==> src/rtl/if_prefetch_unit_if.sv <==
// Instruction memory bus between the prefetch unit (master) and the
// instruction memory (slave): valid/ready request channel plus an
// in-order, never back-pressured response channel.
interface if_prefetch_unit_if;
  logic        imem_req_valid;
  logic        imem_req_ready;
  logic [31:0] imem_req_addr;
  logic        imem_rsp_valid;
  logic [31:0] imem_rsp_data;

  modport master (
    output imem_req_valid,
    output imem_req_addr,
    input  imem_req_ready,
    input  imem_rsp_valid,
    input  imem_rsp_data
  );

  modport slave (
    input  imem_req_valid,
    input  imem_req_addr,
    output imem_req_ready,
    output imem_rsp_valid,
    output imem_rsp_data
  );
endinterface

==> src/rtl/if_prefetch_unit.sv <==
// Instruction fetch front end. Owns the fetch PC, issues word requests to a
// variable-latency instruction memory, buffers returned words with their PCs
// in a DEPTH-entry FIFO and hands them to ID under valid/ready. A redirect
// from EX clears the FIFO and turns every in-flight fetch into a discard.
// Optional feature: define IF_PERF_CNT_EN to build the fetched/flushed
// performance counters; otherwise both counters read as zero.
module if_prefetch_unit #(
  parameter int unsigned DEPTH    = 4,
  parameter logic [31:0] RESET_PC = 32'h0
) (
  input  logic               clk,
  input  logic               rst,
  if_prefetch_unit_if.master imem,
  input  logic               redirect_valid,
  input  logic [31:0]        redirect_pc,
  output logic               instr_valid,
  input  logic               id_ready,
  output logic [31:0]        instr,
  output logic [31:0]        instr_pc,
  output logic [31:0]        pc_plus4,
  output logic [31:0]        perf_fetched,
  output logic [31:0]        perf_flushed
);

  localparam int unsigned PTR_W = $clog2(DEPTH);
  localparam int unsigned CNT_W = PTR_W + 1;
  // Wide enough that the credit sum can never wrap.
  localparam int unsigned SUM_W = CNT_W + 2;
  localparam logic [SUM_W-1:0] DEPTH_C = SUM_W'(DEPTH);

  logic [31:0]      fetch_pc_reg, fetch_pc_next;
  logic [31:0]      rsp_pc_reg, rsp_pc_next;
  logic [PTR_W-1:0] wr_ptr_reg, wr_ptr_next;
  logic [PTR_W-1:0] rd_ptr_reg, rd_ptr_next;
  logic [CNT_W-1:0] fifo_cnt_reg, fifo_cnt_next;
  logic [CNT_W-1:0] outstanding_reg, outstanding_next;
  logic [CNT_W-1:0] discard_reg, discard_next;

  logic [31:0] fifo_data [DEPTH];
  logic [31:0] fifo_pc   [DEPTH];

  logic [SUM_W-1:0] credit_used;
  logic             req_fire;
  logic             rsp_drop;
  logic             rsp_take;
  logic             push;
  logic             pop;

  // Handshake decode. A response is charged to the discard count first; one
  // arriving with nothing outstanding or discarded is ignored.
  always_comb begin
    credit_used = SUM_W'(fifo_cnt_reg) + SUM_W'(outstanding_reg) + SUM_W'(discard_reg);
    imem.imem_req_valid = !rst && !redirect_valid && (credit_used < DEPTH_C);
    imem.imem_req_addr  = fetch_pc_reg;
    req_fire    = imem.imem_req_valid && imem.imem_req_ready;
    rsp_drop    = imem.imem_rsp_valid && (discard_reg != '0);
    rsp_take    = imem.imem_rsp_valid && (discard_reg == '0) && (outstanding_reg != '0);
    push        = rsp_take && !redirect_valid;
    instr_valid = !rst && (fifo_cnt_reg != '0) && !redirect_valid;
    pop         = instr_valid && id_ready;
    instr       = fifo_data[rd_ptr_reg];
    instr_pc    = fifo_pc[rd_ptr_reg];
    pc_plus4    = fifo_pc[rd_ptr_reg] + 32'd4;
  end

  // Next-state: a redirect overrides any same-cycle push, pop or accept.
  always_comb begin
    fetch_pc_next    = fetch_pc_reg;
    rsp_pc_next      = rsp_pc_reg;
    wr_ptr_next      = wr_ptr_reg;
    rd_ptr_next      = rd_ptr_reg;
    fifo_cnt_next    = fifo_cnt_reg;
    outstanding_next = outstanding_reg;
    discard_next     = discard_reg;
    if (redirect_valid) begin
      fetch_pc_next    = redirect_pc;
      rsp_pc_next      = redirect_pc;
      wr_ptr_next      = '0;
      rd_ptr_next      = '0;
      fifo_cnt_next    = '0;
      outstanding_next = '0;
      discard_next     = discard_reg + outstanding_reg - CNT_W'(rsp_drop || rsp_take);
    end else begin
      if (req_fire) begin
        fetch_pc_next = fetch_pc_reg + 32'd4;
      end
      outstanding_next = outstanding_reg + CNT_W'(req_fire) - CNT_W'(rsp_take);
      discard_next     = discard_reg - CNT_W'(rsp_drop);
      if (push) begin
        wr_ptr_next = wr_ptr_reg + PTR_W'(1);
        rsp_pc_next = rsp_pc_reg + 32'd4;
      end
      if (pop) begin
        rd_ptr_next = rd_ptr_reg + PTR_W'(1);
      end
      fifo_cnt_next = fifo_cnt_reg + CNT_W'(push) - CNT_W'(pop);
    end
  end

  // Control state; reset clears everything immediately.
  always_ff @(posedge clk or posedge rst) begin
    if (rst) begin
      fetch_pc_reg    <= RESET_PC;
      rsp_pc_reg      <= RESET_PC;
      wr_ptr_reg      <= '0;
      rd_ptr_reg      <= '0;
      fifo_cnt_reg    <= '0;
      outstanding_reg <= '0;
      discard_reg     <= '0;
    end else begin
      fetch_pc_reg    <= fetch_pc_next;
      rsp_pc_reg      <= rsp_pc_next;
      wr_ptr_reg      <= wr_ptr_next;
      rd_ptr_reg      <= rd_ptr_next;
      fifo_cnt_reg    <= fifo_cnt_next;
      outstanding_reg <= outstanding_next;
      discard_reg     <= discard_next;
    end
  end

  // FIFO storage write; contents need no reset since fifo_cnt gates them.
  always_ff @(posedge clk) begin
    if (push) begin
      fifo_data[wr_ptr_reg] <= imem.imem_rsp_data;
      fifo_pc[wr_ptr_reg]   <= rsp_pc_reg;
    end
  end

`ifdef IF_PERF_CNT_EN
  logic [31:0] perf_fetched_reg;
  logic [31:0] perf_flushed_reg;
  logic [31:0] flush_inc;

  // Words lost this cycle: cleared entries plus a killed/dropped response.
  always_comb begin
    if (redirect_valid) begin
      flush_inc = 32'(fifo_cnt_reg) +
                  32'(imem.imem_rsp_valid && ((discard_reg != '0) || (outstanding_reg != '0)));
    end else begin
      flush_inc = 32'(rsp_drop);
    end
  end

  // Free-running performance counters, wrapping at 2^32.
  always_ff @(posedge clk or posedge rst) begin
    if (rst) begin
      perf_fetched_reg <= '0;
      perf_flushed_reg <= '0;
    end else begin
      perf_fetched_reg <= perf_fetched_reg + 32'(push);
      perf_flushed_reg <= perf_flushed_reg + flush_inc;
    end
  end

  assign perf_fetched = perf_fetched_reg;
  assign perf_flushed = perf_flushed_reg;
`else
  assign perf_fetched = 32'h0;
  assign perf_flushed = 32'h0;
`endif

  // A response must always belong to an outstanding or discarded fetch.
  assert property (@(posedge clk) disable iff (rst)
                   imem.imem_rsp_valid |-> ((outstanding_reg != '0) || (discard_reg != '0)))
    else $error("imem response with nothing outstanding or discarded");

endmodule

==> src/flat_wrapper.sv <==
// flat-port wrapper written by rule: the top's interface ports become plain ports
module if_prefetch_unit_flat 
#(
  parameter int unsigned DEPTH    = 4,
  parameter logic [31:0] RESET_PC = 32'h0
)
  (clk, rst, redirect_valid, redirect_pc, instr_valid, id_ready, instr, instr_pc, pc_plus4, perf_fetched, perf_flushed, imem_imem_req_valid, imem_imem_req_addr, imem_imem_req_ready, imem_imem_rsp_valid, imem_imem_rsp_data);
  if_prefetch_unit_if imem_i ();
  input  logic clk;
  input  logic rst;
  input  logic redirect_valid;
  input  logic [31:0] redirect_pc;
  output logic instr_valid;
  input  logic id_ready;
  output logic [31:0] instr;
  output logic [31:0] instr_pc;
  output logic [31:0] pc_plus4;
  output logic [31:0] perf_fetched;
  output logic [31:0] perf_flushed;
  output wire logic [$bits(imem_i.imem_req_valid)-1:0] imem_imem_req_valid;
  output wire logic [$bits(imem_i.imem_req_addr)-1:0] imem_imem_req_addr;
  input wire logic [$bits(imem_i.imem_req_ready)-1:0] imem_imem_req_ready;
  input wire logic [$bits(imem_i.imem_rsp_valid)-1:0] imem_imem_rsp_valid;
  input wire logic [$bits(imem_i.imem_rsp_data)-1:0] imem_imem_rsp_data;
  assign imem_imem_req_valid = imem_i.imem_req_valid;
  assign imem_imem_req_addr = imem_i.imem_req_addr;
  assign imem_i.imem_req_ready = imem_imem_req_ready;
  assign imem_i.imem_rsp_valid = imem_imem_rsp_valid;
  assign imem_i.imem_rsp_data = imem_imem_rsp_data;
  if_prefetch_unit #(.DEPTH(DEPTH), .RESET_PC(RESET_PC)) u_core (.clk(clk), .rst(rst), .imem(imem_i), .redirect_valid(redirect_valid), .redirect_pc(redirect_pc), .instr_valid(instr_valid), .id_ready(id_ready), .instr(instr), .instr_pc(instr_pc), .pc_plus4(pc_plus4), .perf_fetched(perf_fetched), .perf_flushed(perf_flushed));
endmodule
==> config.mk <==
export PLATFORM = sky130hd
export DESIGN_NAME = if_prefetch_unit_flat
export DESIGN_NICKNAME = d
export VERILOG_FILES = /design/src/rtl/if_prefetch_unit_if.sv /design/src/rtl/if_prefetch_unit.sv /design/src/flat_wrapper.sv
export SDC_FILE = /design/constraint.sdc
export NUM_CORES = 1
export LEC_CHECK = 0
export ABC_CLOCK_PERIOD_IN_PS = 3530
export CORE_MARGIN = 2
export CORE_UTILIZATION = 48
export DETAILED_ROUTE_END_ITERATION = 16
export GPL_TIMING_DRIVEN = 0
export PLACE_DENSITY = 0.77
export SETUP_SLACK_MARGIN = 0.2
export SYNTH_ARGS = -nofsm -noshare
export SYNTH_HDL_FRONTEND = slang
export SYNTH_SLANG_ARGS = --single-unit
==> constraint.sdc <==
create_clock -name clk -period 3.53 [get_ports clk]
set_input_delay 0.706 -clock clk [delete_from_list [all_inputs] [get_ports clk]]
set_output_delay 0.706 -clock clk [all_outputs]
set_load 0.005 [all_outputs]
==> results by group <==
Setup path
  • Crit. Startpoint: u_core.rd_ptr_reg[0]
  • Slowest cell on the critical path: or3b_1
  • Critical path's largest stage delay: 410 ps
  • Critical path, cell by cell: buf_6 -> buf_12 -> mux4_2 -> nand4_1 -> nor4_4 -> buf_4 -> nand2b_4 -> or3b_1 -> xnor2_1 -> buf_2
  • Reg2Reg Capture Point: u_core.outstanding_reg[2]
  • CP arrival: a little under 3000 ps
  • Worst setup EP type: output pin
  • Critical-path maximum fanout: 5
  • Worst Path Class, Setup: reg -> out
  • Reg2Reg Depth: 15
  • Worst setup SP type: register
  • Critical Path End: pc_plus4[29]
  • Reg2reg setup slack: between 300 and 400 ps
  • R2r startpoint: u_core.outstanding_reg[0]
  • Req. time, crit path: 2820 ps

STA
  • Min cycle time layout: 3680 ps
  • Fmax: 272 MHz
  • RSZ-0062 raised after global routing: yes
  • Final count of negative-setup-slack endpoints: 6
  • Fin worst setup slack: -151 ps
  • Worst slew margin: 0.234
  • Final hold viol count: 0
  • Clock Skew: around 16 ps
  • Slew @ Worst Pin: 1140 ps
  • Slew Viols, Final: 0
  • Tcrit/Tclk final: 1.04

Layout
  • Layout net count: between 1000 and 1500
  • Biggest regs: u_core.fifo_data: 128 flops, u_core.fifo_pc: 128 flops
  • Share of cells above drive strength 1: 0.257
  • Post-layout instance area: ~0.019 sq mm
  • Area Overhead vs Synth: 32.4%
  • Antenna cells: 0
  • # fillers: 2129

Die
  • IO Pins: ~260
  • Core ar.: 0.0303 sq mm
  • DIE HEIGHT: between 150 and 200 microns
  • Floorplan row count: 64
  • Die area: between 0.03 and 0.04 sq mm
  • Die Wd: 179 microns
  • Initial Util: 0.484

Logic synthesis
  • Post-synth top area share: 0.524
  • Post-synth EDFFs: 256
  • Yosys cell types: 47
  • Commonest cells post-synth: 256 x edfxtp_1, 77 x dfrtp_1, 68 x buf_4
  • Register area share after synthesis: 0.655
  • Area leader, netlist: edfxtp_1
  • Synth top area cells: edfxtp_1 52%, dfrtp_1 13%, mux4_2 9.1%
  • Area of the mapped netlist: 0.0147 sq mm
  • Synthesized area per cell: 15.6 sq um
  • Cells after Synth: 942
  • #FFs+latches synth: 333
  • Most numerous cell in the Yosys netlist: edfxtp_1
  • Post-synth top flop: edfxtp_1
  • Yosys Warn Count: 0
  • Asr flop ratio synth: 0.231

Global routing
  • First-pass GRT wire length: 50000 microns
  • Vias in the first global route: 8974
  • Largest net degree at the start of global routing: 48
  • Total track usage: 0.205
  • GRT overflow: 0
  • Antenna violations before repair: 0

Placement
  • Cell Area, Placed: 0.0176 sq mm
  • GPL Wtd Cong: 0.828
  • PortBufs: a little under 200
  • Final HPWL DP: 21600 microns

Routing
  • Vias/cell: 5.34
  • Vias: 9194
  • Router iterations before antenna repair: 6
  • Average wire per cell in the routed design: 19.4 microns
  • Routed WL: 33400 microns
  • DRC errors left: 0
  • Starting DRT DRC Count: 717
  • Antenna viol nets, final: 0

Pwr
  • Peak supply drop: 0.000322 V
  • Power Dens Cells: 460 mW/mm^2
  • Leak Pwr: a little over 7 nW
  • Total power: 8.94 mW

CTS
  • Worst-case clock buffer depth: 3
  • CTS tree: done
  • Num CTS Buffers: 35
  • Worst skew pair latency: 520 ps
  • Depth of the CTS H-tree: 2
  • Clock transition at path regs: 60 ps
  • Clk sink count: between 300 and 400
  • Clock root cell: clkbuf_16

Job
  • MaxCap Viol Count: 0

Min path
  • Min-Delay Path Class: reg -> reg

Outcome
  • Failing checks: setup timing
  • Status: finished, violations left
critical path, delay by kind of cell, from the launching register on:
family,cells,cell delay [ps]
buffers and inverters,4,590
xor gates and xnor gates,1,130
and+or+nand+nor,4,1010
DFF,1,370
muxes,1,350
final cells by class:
cell class | instances | area, sq um | share of cell area
flip-flops and latches | 333 | 9610 | 0.495
multi-input cells | 541 | 4740 | 0.244
repair buffers | 256 | 2520 | 0.130
clock buffers | 46 | 938 | 0.0483
plain buffers | 100 | 816 | 0.0420
well taps | 396 | 495 | 0.0255
clock inverters | 18 | 184 | 0.00946
inverters | 31 | 119 | 0.00612
stage by stage:
| stage | TNS, ps | hold WS [ps] | cells | setup slack (ps) | utilization |
|---|---|---|---|---|---|
| after floorplan | 0 | 476 | 1005 | 530 | - |
| after global placement | -307000 | 492 | 1600 | -1050 | 0.574 |
| after detailed placement | -59410 | 519 | 1605 | -335 | 0.579 |
| after CTS | -1180 | 522 | 1703 | -195 | 0.632 |
| after global routing | -2070 | 558 | 1721 | -253 | 0.640 |
| final | -511 | 515 | 1721 | -151 | 0.640 |
layout by cell type (no fill, tap or decap), types with 27 or more instances in the layout:
cell	n
edfxtp_1	256
dfrtp_1	77
o21ai_0	40
inv_1	29
conb_1	64
nand3_1	28
clkbuf_16	37
clkdlybuf4s50_1	134
dlygate4sd2_1	27
buf_4	107
nand2_1	61
mux4_2	64
xor2_1	31
xnor2_1	39
power breakdown:
part | internal (mW) | total [mW] | switching, mW
registers | 4.36 | 4.54 | 0.176
clock network | 2.11 | 3.60 | 1.49
logic | 0.440 | 0.801 | 0.361
total | 6.91 | 8.94 | 2.03
worst min path at each step:
stage	from	end	slack, ps	cells past startpoint
2_1_floorplan	u_core.rsp_pc_reg[0]	u_core.fifo_pc[0][0]	480	0
3_3_place_gp	u_core.rsp_pc_reg[0]	u_core.fifo_pc[2][0]	490	0
3_5_place_dp	u_core.rsp_pc_reg[0]	u_core.fifo_pc[3][0]	520	0
4_1_cts	u_core.rsp_pc_reg[0]	u_core.fifo_pc[1][0]	520	0
5_1_grt	u_core.discard_reg[2]	u_core.discard_reg[2]	560	1
6_report	u_core.rsp_pc_reg[0]	u_core.fifo_pc[1][0]	510	0
metal layers:
| layer | up-vias | share of wire | GRT usage |
|---|---|---|---|
| li1 | 4166 | - | - |
| met1 | 4584 | 0.41 | 0.286 |
| met2 | 400 | 0.49 | 0.339 |
| met3 | 44 | 0.075 | 0.0333 |
| met4 | 0 | 0.019 | 0.0518 |
| met5 | - | 0 | 0 |
logic make-up (layout without fill, tap and decap cells):
logic type	after synthesis	after routing	synth area share
adder cells (fa/ha/maj)	25	25	0.0234
AO/OA/AOI/OAI	81	81	0.0346
AND/OR/NAND/NOR	217	217	0.0764
flip-flops	333	333	0.655
buffers and inverters	131	451	0.0549
multiplexers	79	79	0.111
XOR/XNOR	75	75	0.0447
other	1	64	0.000255
what timing repair did:
item	in CTS	in global routing
buffers inserted	31	17
hold buffers	0	0
setup endpoints to repair	171	49
hold endpoints to repair	0	0
gates resized for setup	194	62
pin swaps	19	29
cloned	3	1
Note: power is estimated with default switching activity, not from simulation.
